--- src/rtl/alarm_pkg.sv ---
// Shared definitions for the alarm sensor filter.
// Holds the FSM state encoding and the default debounce/holdoff lengths.
package alarm_pkg;

  typedef enum logic [2:0] {
    ST_DISARMED  = 3'd0,
    ST_ARMED     = 3'd1,
    ST_QUALIFY   = 3'd2,
    ST_TRIGGERED = 3'd3,
    ST_HOLDOFF   = 3'd4
  } state_t;

  localparam int unsigned DEFAULT_DEBOUNCE_CYCLES = 16;
  localparam int unsigned DEFAULT_HOLDOFF_CYCLES  = 32;

endpackage

--- src/rtl/alarm_sync.sv ---
// Two-flop synchronizer for the asynchronous sensor line.
// Ports:
//   clk     - sampling clock
//   reset   - asynchronous active-low reset, clears both flops
//   raw_in  - asynchronous input
//   sync_in - synchronized output (second flop)
module alarm_sync (
  input  logic clk,
  input  logic reset,
  input  logic raw_in,
  output logic sync_in
);

  logic meta;

  always_ff @(posedge clk or negedge reset) begin
    if (!reset) begin
      meta    <= '0;
      sync_in <= '0;
    end else begin
      meta    <= raw_in;
      sync_in <= meta;
    end
  end

endmodule

--- src/rtl/alarm_sensor_filter.sv ---
// Debounces an asynchronous alarm sensor and produces a latched trigger.
// A sensor level must stay high for DEBOUNCE_CYCLES synchronized samples to
// qualify; the trigger holds until acknowledged, then a holdoff period runs
// and re-arming additionally requires the sensor to have cleared.
// Ports:
//   clk         - single clock
//   reset       - asynchronous active-low reset
//   raw_in      - asynchronous sensor line
//   arm         - enable; low forces DISARMED
//   ack         - acknowledge, only honoured while triggered
//   trig        - registered trigger level
//   armed       - registered, high in every state except DISARMED
//   event_count - saturating count of qualified triggers
module alarm_sensor_filter
  import alarm_pkg::*;
#(
  parameter int unsigned DEBOUNCE_CYCLES = DEFAULT_DEBOUNCE_CYCLES,
  parameter int unsigned HOLDOFF_CYCLES  = DEFAULT_HOLDOFF_CYCLES
) (
  input  logic       clk,
  input  logic       reset,
  input  logic       raw_in,
  input  logic       arm,
  input  logic       ack,
  output logic       trig,
  output logic       armed,
  output logic [7:0] event_count
);

  localparam logic [7:0] QUAL_LAST = 8'(DEBOUNCE_CYCLES - 1);
  localparam logic [7:0] HOLD_LAST = 8'(HOLDOFF_CYCLES - 1);

  logic       sync_in;
  state_t     state, state_next;
  logic [7:0] qcnt, qcnt_next;
  logic [7:0] hcnt, hcnt_next;
  logic       trig_next;
  logic       armed_next;
  logic       count_inc;

  alarm_sync u_sync (
    .clk     (clk),
    .reset   (reset),
    .raw_in  (raw_in),
    .sync_in (sync_in)
  );

  always_comb begin
    state_next = state;
    qcnt_next  = qcnt;
    hcnt_next  = hcnt;
    if (!arm) begin
      state_next = ST_DISARMED;
      qcnt_next  = '0;
      hcnt_next  = '0;
    end else begin
      case (state)
        ST_DISARMED: state_next = ST_ARMED;
        ST_ARMED: begin
          if (sync_in) begin
            state_next = ST_QUALIFY;
            qcnt_next  = 8'd1;
          end
        end
        ST_QUALIFY: begin
          if (!sync_in) begin
            state_next = ST_ARMED;
            qcnt_next  = '0;
          end else if (qcnt == QUAL_LAST) begin
            state_next = ST_TRIGGERED;
            qcnt_next  = '0;
          end else begin
            qcnt_next = qcnt + 8'd1;
          end
        end
        ST_TRIGGERED: begin
          if (ack) begin
            state_next = ST_HOLDOFF;
            hcnt_next  = '0;
          end
        end
        ST_HOLDOFF: begin
          // Counter parks at its last value; leaving also needs a clear sensor.
          if (hcnt == HOLD_LAST) begin
            if (!sync_in) begin
              state_next = ST_ARMED;
              hcnt_next  = '0;
            end
          end else begin
            hcnt_next = hcnt + 8'd1;
          end
        end
        default: begin
          state_next = ST_DISARMED;
          qcnt_next  = '0;
          hcnt_next  = '0;
        end
      endcase
    end

    // Outputs are registered copies of the next-state decode.
    trig_next  = (state_next == ST_TRIGGERED);
    armed_next = (state_next != ST_DISARMED);
    count_inc  = trig_next && (state != ST_TRIGGERED) && (event_count != 8'hFF);
  end

  always_ff @(posedge clk or negedge reset) begin
    if (!reset) begin
      state       <= ST_DISARMED;
      qcnt        <= '0;
      hcnt        <= '0;
      trig        <= 1'b0;
      armed       <= 1'b0;
      event_count <= '0;
    end else begin
      state <= state_next;
      qcnt  <= qcnt_next;
      hcnt  <= hcnt_next;
      trig  <= trig_next;
      armed <= armed_next;
      if (count_inc) event_count <= event_count + 8'd1;
    end
  end

endmodule

--- config.mk ---
export PLATFORM = sky130hd
export DESIGN_NAME = alarm_sensor_filter
export DESIGN_NICKNAME = d
export VERILOG_FILES = /design/src/rtl/alarm_pkg.sv /design/src/rtl/alarm_sync.sv /design/src/rtl/alarm_sensor_filter.sv
export SDC_FILE = /design/constraint.sdc
export NUM_CORES = 1
export LEC_CHECK = 0
export BUFFER_PORTS_ARGS = -buffer_cell sky130_fd_sc_hd__buf_2
export CELL_PAD_IN_SITES_DETAIL_PLACEMENT = 0
export CELL_PAD_IN_SITES_GLOBAL_PLACEMENT = 1
export CORE_ASPECT_RATIO = 2
export CORE_MARGIN = 4
export CORE_UTILIZATION = 43
export CTS_BUF_LIST = sky130_fd_sc_hd__clkbuf_8
export DETAILED_ROUTE_END_ITERATION = 8
export PLACE_DENSITY = 0.81
export REMOVE_ABC_BUFFERS = 1
export SETUP_SLACK_MARGIN = 0.02
export SLEW_MARGIN = 15
export SYNTH_ARGS = -nofsm -noshare
export SYNTH_HDL_FRONTEND = slang
export SYNTH_SLANG_ARGS = --single-unit
--- constraint.sdc ---
create_clock -name clk -period 1.8 [get_ports clk]
set_input_delay 0.27 -clock clk [delete_from_list [all_inputs] [get_ports clk]]
set_output_delay 0.27 -clock clk [all_outputs]
set_load 0.01 [all_outputs]
Word-level counts from Yosys, hierarchy flattened
Cells that the tools add are included.
{ "word_totals": {"register_bits": 31, "in_bits": 5, "wordCells": 51} }
{ "op_classes": {"addsub": 3, "n_eq_ne": 14, "n_mux": 18, "reduce_logical": 8} }
{ "op_table": {"columns": ["op", "count"], "rows": [
  ["$mux W8", 8],
  ["$pmux W8 S3", 2],
  ["$add A8 B1 Y8 const B", 3],
  ["$mux W3", 7],
  ["$pmux W3 S5", 1],
  ["$eq A3 B2 Y1 const B", 3],
  ["$eq A8 B4 Y1 const B", 1],
  ["$eq A8 B5 Y1 const B", 1],
  ["$ne A8 B8 Y1 const B", 1],
  ["$ne A3 B2 Y1 const B", 2],
  ["$reduce_or A3 Y1", 2],
  ["$ne A2 B2 Y1 const B", 2],
  ["$ne A4 B4 Y1 const B", 1],
  ["$eq A3 B1 Y1 const B", 1],
  ["$eq A3 B3 Y1 const B", 1],
  ["$logic_not A3 Y1", 1],
  ["$ne A3 B3 Y1 const B", 1],
  ["$reduce_and A3 Y1", 1],
  ["$reduce_bool A3 Y1", 1],
  ["$logic_and A1 B1 Y1", 2],
  ["$reduce_and A2 Y1", 1]
]} }

Longest topological paths before layout
Gate-level depths: netlist of the first run.
{ "depth": {"word_depth": 8, "ltp_mapped": 6, "mapped_depth_nobuf": 6} }

Hierarchy
A second synthesis of the first run with hierarchy kept.
{ "hier_totals": {"hier_cells": 169, "area_unflattened_um2": 1605.3} }
{ "modules_own_cells": {"columns": ["mod", "n_inst", "cells_each", "area_per_inst_um2", "seq_area_each_um2"], "rows": [
  ["alarm_sensor_filter", 1, 167, 1555.2, 725.7],
  ["alarm_sync", 1, 2, 50.0, 50.0]
]} }

Least setup slack after synthesis of the first run
No wires, ideal clock.
{ "synth_timing": {"kind": "flip-flop to flip-flop", "start": "register hcnt[0]", "end": "register event_count[1]", "setup_ns": 0.128, "arrival_ns": 1.748, "required_time_ns": 1.672, "slack_ns": -0.075, "path_stages_with_launch": 7, "synth_period_minus_slack_ns": 1.875, "path_cell_list": "dfrtp_1 -> ha_1 -> nand4_1 -> nor3_4 -> a221oi_4 -> nor2_1 -> mux2_1"} }
{ "synth_via": {"elab_chain_cells": 7} }
{ "synth_lines": {"columns": ["item", "line", "source"], "rows": [
  ["start: declaration", "alarm_sensor_filter.sv:36", "logic [7:0] hcnt, hcnt_next;"],
  ["start signal: assignment", "alarm_sensor_filter.sv:118", "hcnt <= hcnt_next;"],
  ["$eq A8 B5 Y1", "alarm_sensor_filter.sv:84", "if (hcnt == HOLD_LAST) begin"],
  ["$mux W3", "alarm_sensor_filter.sv:84", null],
  ["$pmux W3 S5", "alarm_sensor_filter.sv:57", "case (state)"],
  ["$mux W3", "alarm_sensor_filter.sv:52", "if (!arm) begin"],
  ["$eq A3 B2 Y1", "alarm_sensor_filter.sv:102", "trig_next = (state_next == ST_TRIGGERED);"],
  ["$logic_and A1 B1 Y1 (2 in series)", "alarm_sensor_filter.sv:104", "count_inc = trig_next && (state != ST_TRIGGERED) && (event_count != 8'hFF);"],
  ["end signal: assignment", "alarm_sensor_filter.sv:121", "if (count_inc) event_count <= event_count + 8'd1;"],
  ["end: declaration", "alarm_sensor_filter.sv:27", "output logic [7:0] event_count"]
]} }
Every way passes these cells.
A chain may end at the register's enable or synchronous reset.

Worst setup path in the final report of the first run
{ "layout_timing": {"start": "register qcnt[0]", "end": "register qcnt[0]"} }
{ "layout_via": {"elab_chain_cells": 5, "elab_cells_between_ends": 6, "classes_between": "1 x add/sub; 1 x eq/ne; 4 x mux"} }
{ "layout_lines": {"columns": ["item", "line", "source"], "rows": [
  ["start: declaration", "alarm_sensor_filter.sv:35", "logic [7:0] qcnt, qcnt_next;"],
  ["start signal: assignment", "alarm_sensor_filter.sv:117", "qcnt <= qcnt_next;"],
  ["$add A8 B1 Y8 or $eq A8 B4 Y1 (tied branches)", "alarm_sensor_filter.sv:73, alarm_sensor_filter.sv:69", null],
  ["$mux W8 (*)", "alarm_sensor_filter.sv:69", "end else if (qcnt == QUAL_LAST) begin"],
  ["$mux W8 (*)", "alarm_sensor_filter.sv:66", "if (!sync_in) begin"],
  ["$pmux W8 S3 (*)", "alarm_sensor_filter.sv:57", null],
  ["$mux W8 (*)", "alarm_sensor_filter.sv:52", null]
]} }
Every way passes the cells marked *; elsewhere a longest branch is shown, timed or not.

==> impl_metrics.yaml, run 1 <==
outcome:
  status: "completed"
yosys:
  ys_async_sr_fraction_pct: 100
  ys_ff_latch: 31
  synthAdderAreaFrac_pct: 2.21
  ys.flop_type: "dfrtp_1"
  syn_avg_cell_area_um2: 10.0
  synth_cell_types: 54
  synth-edff-count: 0
  synth.area.mux_share_pct: 1.25
  synth_xor_area_share_pct: 5.67
  synth_compound_area_share_pct: 17.5
  synth_top_area_share_pct: 45.7
  synth_commonest_cells: "31 x dfrtp_1, 13 x nor2_1, 12 x nand2_1"
  synth_warnings: 0
  synth.area.top_cells: "dfrtp_1 46%, xor2_1 4.1%, nand3_1 3.2%"
  syn_area_um2: 1700
  synth_top_family_by_area: "simple AND/OR/NAND/NOR gates"
  synth.most_common_cell: "dfrtp_1"
  synth_top_cell_by_area: "dfrtp_1"
  synth.yosys.seq_area_share_pct: 45.7
  syn_inst: 169
  yosys.area_share.simple_pct: 24.6
critical_path:
  critical_path_required_ns: 2.01
  startpoint: "qcnt[0]$_DFFE_PN0P_"
  cp_max_fo: 4
  critical_path.startpoint_type: "flop"
  cp_top_family: "simple AND/OR/NAND/NOR gates"
  crit_slowest_cell: "or4b_1"
  arrival_ns: 2.00
  critical_path_class: "flop to flop"
  crit_buf_inv: 1
  path_cells: "ha_2 > nand4b_1 > buf_4 > o21ai_2 > or4b_1 > a21oi_1 > o21a_1"
  critPathMaxStageDelay_ns: 0.47
  end_kind: "flop"
  rrSetupSlack_ns: 0.02
  timing.rr.start: "qcnt[0]$_DFFE_PN0P_"
drt:
  first_iter_violations: 27
  via_per_inst: 5.38
  detail_route.drc_violations: 0
  wirelength_mm: 4.11
  first_pass_iters: 4
  wl_per_cell_um: 15.0
  via_count: 1473
  ant_nets: 0
final_layout:
  multi_input_area_um2: 961
  stdcell_count: 274
  syn_to_final_growth_pct: 35.1
  n_antenna_cell: 0
  fillers: 357
  layout-drive-gt1-share_pct: 38.6
  final-seq-area_um2: 777
  layout.nets: 230
clock_tree:
  cts_sinks: 31
  cts_buffers: 5
  clkLatencyLatePin_ns: 0.28
  htree_levels: 2
  cts-root-buf: "clkbuf_8"
  cts.clk_slew.worst_paths_ns: 0.07
  cts_tree: "done"
  cts_buffer_depth: 2
place:
  placed_cells_incl_taps: 261
  io_buffers: 14
  hpwl_mm: 3.04
  gp_congestion: 0.854
sta:
  fmax_mhz: 561
  rsz0062_at_grt: "yes"
  whs_ns: 0.0238
  post-route-period-util_pct: 99.1
  worstMarginPinSlew_ns: 0.688
  finalSetupViolCount: 0
  min_period_ns: 1.78
  slew_headroom_pct: 54.2
  fin_setup_tns_ns: 0
  hold_violations: 0
  slew_violations: 0
  skew_ns: 0.00770
die:
  start_util_pct: 44.2
  rows: 32
  io_pins: 15
  die_h_um: 96.9
  die-area_um2: 5080
  die_width_um: 52.4
  fp.coreArea_um2: 3840
global_routing:
  grt_usage_pct: 17.7
  antenna_found_initial: 0
  grt_max_degree: 32
  grt_remaining_overflow: 0
  grt_pass1_wl_mm: 6.90
  first_global_vias: 1534
power:
  powerDensity_nw_per_um2: 850
  ir_worst_vdd_v: 0.000921
  total_power_mw: 1.95
  p_leak_nw: 1.06
worst_hold_path:
  min_path_type: "input port to asynchronous set/reset pin"
run:
  maxCapViolCount: 0
==> worst paths after layout <==
path | cells after the start | end
min reg2reg | 0 | u_sync.sync_in$_DFF_PN0_
max reg2reg | 7 | qcnt[0]$_DFFE_PN0P_
min in group clk | 1 | u_sync.meta$_DFF_PN0_
max in group asynchronous | 1 | state[0]$_DFF_PN0_
min | 1 | hcnt[1]$_DFFE_PN0P_
max | 7 | qcnt[0]$_DFFE_PN0P_
==> cell families after synthesis <==
| logic type | Yosys count |
|---|---|
| AO/OA/AOI/OAI | 39 |
| XOR/XNOR | 11 |
| adder cells (fa/ha/maj) | 3 |
| buffers and inverters | 11 |
| flip-flops | 31 |
| multiplexers | 2 |
| AND/OR/NAND/NOR | 72 |
==> metal layers <==
metal	part of all wire [%]	wire [um]	vias to the layer above	GRT usage, %
met5	0	0	-	0
met4	2.0	81	0	8.86
met3	2.1	85	7	3.24
met2	60	2460	20	31.9
met1	36	1490	732	18.4
li1	-	-	714	-
==> area by class of cell <==
type | count | area share, %
clock inverter | 2 | 1.53
inverter | 7 | 1.15
timing repair buffer | 50 | 15.2
tap | 51 | 2.78
sequential | 31 | 33.9
multi-input combinational | 127 | 41.9
clock buffer | 6 | 3.60
==> layout by cell type, fill, tap and decap left out, types with 4 or more instances in the layout <==
| cell type | count |
|---|---|
| buf_4 | 34 |
| dfrtp_1 | 30 |
| buf_2 | 14 |
| nand2_1 | 12 |
| nand3_1 | 11 |
| nor2_1 | 11 |
| xor2_1 | 7 |
| inv_1 | 6 |
| nor2b_1 | 6 |
| o21ai_1 | 6 |
| clkbuf_8 | 6 |
| o21ai_0 | 5 |
| nand4_1 | 4 |
==> through the flow <==
| stage | utilization (%) | area (um2) | setup WS (ns) |
|---|---|---|---|
| after floorplan | - | 1670 | -0.0751 |
| after global placement | 53.1 | 2040 | -0.0282 |
| after detailed placement | 53.1 | 2040 | -0.0758 |
| after CTS | 56.9 | 2190 | -0.00118 |
| after global routing | 59.7 | 2290 | -0.0568 |
| final | 59.7 | 2290 | 0.0159 |
==> what timing repair did <==
action                                  4_1_cts  5_1_grt
hold buffers                                  0        0
buffers inserted                              2        3
pin swaps                                     4        9
endpoints found under the setup margin       16       20
resized for setup                             6       19
==> state kept, by name (all words and copies together), names as in the netlist <==
register / count
qcnt: 8
u_sync.meta: 1
state: 3
armed: 1
hcnt: 8
trig: 1
u_sync.sync_in: 1
event_count: 8
==> power by group <==
group	switching (mW)	leakage, nW	internal (mW)
combinational	0.229	0.581	0.211
sequential	0.0417	0.416	0.754
clock	0.266	0.0612	0.448
total	0.537	1.06	1.41
Note: power is estimated with default switching activity, not from simulation.
==> inputs of run 2 (changes only) <==
==> constraint.sdc (replaced) <==
create_clock -name clk -period 1.8 [get_ports clk]
set_input_delay 0.09 -clock clk [delete_from_list [all_inputs] [get_ports clk]]
set_output_delay 0.09 -clock clk [all_outputs]
set_load 0.01 [all_outputs]
==> impl_metrics.yaml, run 2 (synthesis results as in run 1) <==
die:
  die-area_um2: 5080
  fp.coreArea_um2: 3840
  die_width_um: 52.4
  die_h_um: 96.9
  io_pins: 15
  rows: 32
  start_util_pct: 44.2
sta:
  slew_violations: 0
  setup_slack_ns: 0.0222
  fin_setup_tns_ns: 0
  finalSetupViolCount: 0
  min_period_ns: 1.78
  slew_headroom_pct: 54.6
  rsz0062_at_grt: "yes"
  skew_ns: 0.00309
  whs_ns: 0.0862
  hold_violations: 0
  fmax_mhz: 562
  post-route-period-util_pct: 98.8
  worstMarginPinSlew_ns: 0.681
final_layout:
  layout_commonest_cell: "buf_4"
  most-common-layout-cells: "37 x buf_4, 30 x dfrtp_1, 14 x buf_2, 12 x nand2_1, 12 x nor2_1"
  syn_to_final_growth_pct: 35.4
  layout-drive-gt1-share_pct: 37.2
  n_antenna_cell: 0
  final_cell_area_um2: 2300
  reg_top3: "event_count (8), hcnt (8), qcnt (8)"
  final_core_util_pct: 59.8
  layout.nets: 233
drt:
  detail_route.drc_violations: 0
  first_pass_iters: 4
  via_per_inst: 5.32
  wirelength_mm: 3.98
  ant_nets: 0
  via_count: 1474
  first_iter_violations: 16
  wl_per_cell_um: 14.4
clock_tree:
  cts.clk_slew.worst_paths_ns: 0.07
  clkLatencyLatePin_ns: 0.28
  cts-root-buf: "clkbuf_8"
  cts_buffers: 5
  htree_levels: 2
  cts_tree: "done"
  cts_buffer_depth: 2
  cts_sinks: 31
power:
  p_sw_share_pct: 27.5
  p_leak_nw: 1.07
  seq_power_share_pct: 40.6
  clock_power_share_pct: 36.2
  powerDensity_nw_per_um2: 850
  p_switching_mw: 0.537
  pwr-share-comb_pct: 23.2
  ir_worst_vdd_v: 0.000726
  internal-power_mw: 1.42
critical_path:
  cp_max_fo: 6
  critical_path_class: "flop to flop"
  arrival_ns: 1.99
  rrSetupSlack_ns: 0.02
  end_kind: "flop"
  critical_path.startpoint_type: "flop"
  reg2reg_depth: 6
  critical_path_required_ns: 2.01
global_routing:
  grt_pass1_wl_mm: 6.54
  first_global_vias: 1517
  antenna_found_initial: 0
  grt_max_degree: 32
  grt_remaining_overflow: 0
  grt_usage_pct: 16.8
outcome:
  status: "completed"
place:
  hpwl_mm: 2.96
  place_ws_ns: -0.169
  io_buffers: 14
  place_area_um2: 2050
  gp_congestion: 0.839
worst_hold_path:
  min_path_type: "input port to flop"
  min_path_cells: 3
run:
  maxCapViolCount: 0
==> run 2: changes by cell type in the layout (fill, tap and decap cells not counted), sizes merged <==
cell,delta
dlygate4sd3,+2
buf,+1
==> run 2: power groups by stage <==
stage	sequential [mW]	clock (mW)	combinational (mW)
2_1_floorplan	0.856	0	0.131
3_3_place_gp	0.803	0	0.395
3_5_place_dp	0.807	0	0.410
4_1_cts	0.795	0.721	0.421
5_1_grt	0.801	0.762	0.499
6_report	0.793	0.708	0.454
==> run 2: worst paths after layout <==
kind                                       start                          to
setup / recovery             qcnt[5]$_DFFE_PN0P_  event_count[5]$_DFFE_PN0P_
hold / removal                               ack          state[2]$_DFF_PN0_
setup reg to reg             qcnt[5]$_DFFE_PN0P_  event_count[5]$_DFFE_PN0P_
hold reg to reg            u_sync.meta$_DFF_PN0_    u_sync.sync_in$_DFF_PN0_
max in group asynchronous                  reset          state[0]$_DFF_PN0_
min in group asynchronous                  reset         hcnt[0]$_DFFE_PN0P_
==> run 2: cell type report <==
cell class,instances,area (um2)
fill,365,1540
multi-input combinational,127,947
sequential,31,777
timing repair buffer,53,368
clock buffer,6,82.6
tap,51,63.8
clock inverter,2,35.0
inverter,7,26.3
==> run 2: repair_timing <==
| item | 4_1_cts | 5_1_grt |
|---|---|---|
| setup endpoints to repair | 15 | 19 |
| pin swaps | 3 | 6 |
| buffers inserted | 1 | 3 |
| gates resized for setup | 8 | 9 |
| hold buffers | 2 | 0 |
| hold endpoints to repair | 32 | 0 |
==> run 2: per-layer routing <==
metal	vias up	global-route usage (%)	share of wire [%]
met2	20	29.9	58
met5	-	0	0
li1	720	-	-
met3	10	3.70	2.1
met4	0	8.46	3.3
met1	724	17.4	36
==> run 2: worst max-delay path: stages (launching register included) <==
cell and delay, ns:
dfrtp_1 0.39, or3_4 0.42, o21ai_2 0.19, a221oi_4 0.12, nor4_2 0.30, buf_4 0.16, xor2_1 0.13
==> run 2: metrics by stage <==
step	std cells	total power, mW
4_1_cts	274	1.94
3_3_place_gp	263	1.20
2_1_floorplan	165	0.986
5_1_grt	277	2.06
3_5_place_dp	263	1.22
6_report	277	1.95
==> inputs of run 3 (changes only) <==
--- a/config.mk
+++ b/config.mk
@@ -5,15 +5,15 @@
 export SDC_FILE = /design/constraint.sdc
 export NUM_CORES = 1
 export LEC_CHECK = 0
-export BUFFER_PORTS_ARGS = -buffer_cell sky130_fd_sc_hd__buf_2
 export CELL_PAD_IN_SITES_DETAIL_PLACEMENT = 0
 export CELL_PAD_IN_SITES_GLOBAL_PLACEMENT = 1
 export CORE_ASPECT_RATIO = 2
 export CORE_MARGIN = 4
-export CORE_UTILIZATION = 43
+export CORE_UTILIZATION = 45
 export CTS_BUF_LIST = sky130_fd_sc_hd__clkbuf_8
 export DETAILED_ROUTE_END_ITERATION = 8
-export PLACE_DENSITY = 0.81
+export DONT_BUFFER_PORTS = 1
+export PLACE_DENSITY = 0.8
 export REMOVE_ABC_BUFFERS = 1
 export SETUP_SLACK_MARGIN = 0.02
 export SLEW_MARGIN = 15
==> impl_metrics.yaml, run 3 (synthesis results as in run 1) <==
outcome:
  status: "finished, violations left"
  violations: "negative setup slack"
die:
  rows: 31
  die_h_um: 94.9
  fp.coreArea_um2: 3650
  io_pins: 15
  die-area_um2: 4880
  start_util_pct: 46.6
  die_width_um: 51.4
drt:
  wl_per_cell_um: 16.6
  detail_route.drc_violations: 0
  via_per_inst: 5.60
  via_count: 1446
  wirelength_mm: 4.27
  first_iter_violations: 29
  ant_nets: 0
  first_pass_iters: 4
clock_tree:
  cts-root-buf: "clkbuf_8"
  cts_buffers: 5
  htree_levels: 2
  cts_sinks: 31
  cts_buffer_depth: 2
  clkLatencyLatePin_ns: 0.28
  cts.clk_slew.worst_paths_ns: 0.07
  cts_tree: "done"
sta:
  setup_slack_ns: -0.00291
  min_period_ns: 1.80
  fmax_mhz: 555
  skew_ns: 0.00436
  worstMarginPinSlew_ns: 0.439
  post-route-period-util_pct: 100
  fin_setup_tns_ns: -0.00291
  hold_violations: 0
  slew_headroom_pct: 70.8
  finalSetupViolCount: 1
  rsz0062_at_grt: "yes"
  slew_violations: 0
global_routing:
  grt_pass1_wl_mm: 6.99
  grt_remaining_overflow: 0
  first_global_vias: 1570
  grt_usage_pct: 19.2
  grt_max_degree: 32
  antenna_found_initial: 0
run:
  maxCapViolCount: 0
critical_path:
  cp_max_fo: 6
  critical_path_class: "flop to flop"
  cp-endpoint: "event_count[1]$_DFFE_PN0P_"
  reg2reg_depth: 6
  arrival_ns: 1.97
  reg2reg_to: "event_count[1]$_DFFE_PN0P_"
  critical_path.startpoint_type: "flop"
  startpoint: "hcnt[0]$_DFFE_PN0P_"
  critical_path_required_ns: 1.97
  rrSetupSlack_ns: -0.003
  end_kind: "flop"
  timing.rr.start: "hcnt[0]$_DFFE_PN0P_"
worst_hold_path:
  min_path_type: "input port to flop"
  min_path_cells: 2
place:
  gp_congestion: 0.852
  hpwl_mm: 3.03
  place_area_um2: 1950
  io_buffers: 0
final_layout:
  final_cell_area_um2: 2250
  final-seq-area_um2: 778
  layout.nets: 216
  syn_to_final_growth_pct: 32.8
  layout-drive-gt1-share_pct: 32.5
  fillers: 320
  reg_top3: "event_count (8), hcnt (8), qcnt (8)"
  n_antenna_cell: 0
  multi_input_area_um2: 988
  layout_commonest_cell: "buf_4"
  most-common-layout-cells: "30 x buf_4, 29 x dfrtp_1, 12 x nand2_1, 12 x nor2_1, 11 x nand3_1"
power:
  p_leak_nw: 0.991
  total_power_mw: 1.81
  internal-power_mw: 1.29
  clock_power_share_pct: 33.7
  seq_power_share_pct: 44.0
  powerDensity_nw_per_um2: 804
  pwr-share-comb_pct: 22.3
  p_sw_share_pct: 29.0
  ir_worst_vdd_v: 0.000896
  p_switching_mw: 0.525
run 3: per-stage QoR:
step | util (%) | hold slack, ns | instances | setup WS, ns
CTS | 58.6 | 0.0376 | 256 | -0.00327
global placement | 53.5 | -0.205 | 243 | 0.00911
global route | 61.8 | 0.0520 | 258 | -0.0726
finish | 61.8 | 0.0364 | 258 | -0.00291
floorplan | - | -0.206 | 165 | -0.0751
detailed placement | 53.5 | -0.205 | 243 | -0.0489
run 3: routing by layer:
layer	track usage, %	vias to the layer above	wire, um
li1	-	688	-
met1	17.4	713	1470
met2	37.9	32	2520
met3	3.63	13	130
met4	9.85	0	148
met5	0	-	0
run 3: power by group through the flow:
| stage | Sequential [mW] | Combinational [mW] | Clock (mW) |
|---|---|---|---|
| after global routing | 0.803 | 0.441 | 0.651 |
| after floorplan | 0.856 | 0.131 | 0 |
| after CTS | 0.797 | 0.372 | 0.621 |
| after detailed placement | 0.808 | 0.333 | 0 |
| after global placement | 0.807 | 0.319 | 0 |
| final | 0.798 | 0.404 | 0.610 |
run 3: area by class of cell:
class / count / area share [%]
clock buffers: 7 / 4.27
clock inverters: 1 / 0.333
inverters: 7 / 1.17
multi-input cells: 127 / 43.8
flip-flops and latches: 31 / 34.5
well taps: 49 / 2.72
repair buffers: 36 / 13.2
run 3: worst min path at each step:
stage	slack, ns	end	from
2_1_floorplan	-0.21	armed$_DFF_PN0_	reset
3_3_place_gp	-0.20	hcnt[3]$_DFFE_PN0P_	reset
3_5_place_dp	-0.20	hcnt[3]$_DFFE_PN0P_	reset
4_1_cts	0.04	qcnt[3]$_DFFE_PN0P_	arm
5_1_grt	0.05	qcnt[5]$_DFFE_PN0P_	arm
6_report	0.04	qcnt[5]$_DFFE_PN0P_	arm
run 3: what timing repair did:
| action | in CTS | in global routing |
|---|---|---|
| gates resized for setup | 5 | 20 |
| setup endpoints to repair | 13 | 19 |
| setup buffers | 0 | 2 |
| endpoints found under the hold margin | 42 | 0 |
| pin swaps | 1 | 9 |
| hold buffers | 5 | 0 |
run 3: worst max-delay path, stage by stage, from the launching register on:
cell and delay [ns]:
dfrtp_1 0.39, ha_2 0.20, nand4_1 0.18, nor3_4 0.08, a221oi_4 0.44, nor2_2 0.08
mux2_4 0.31
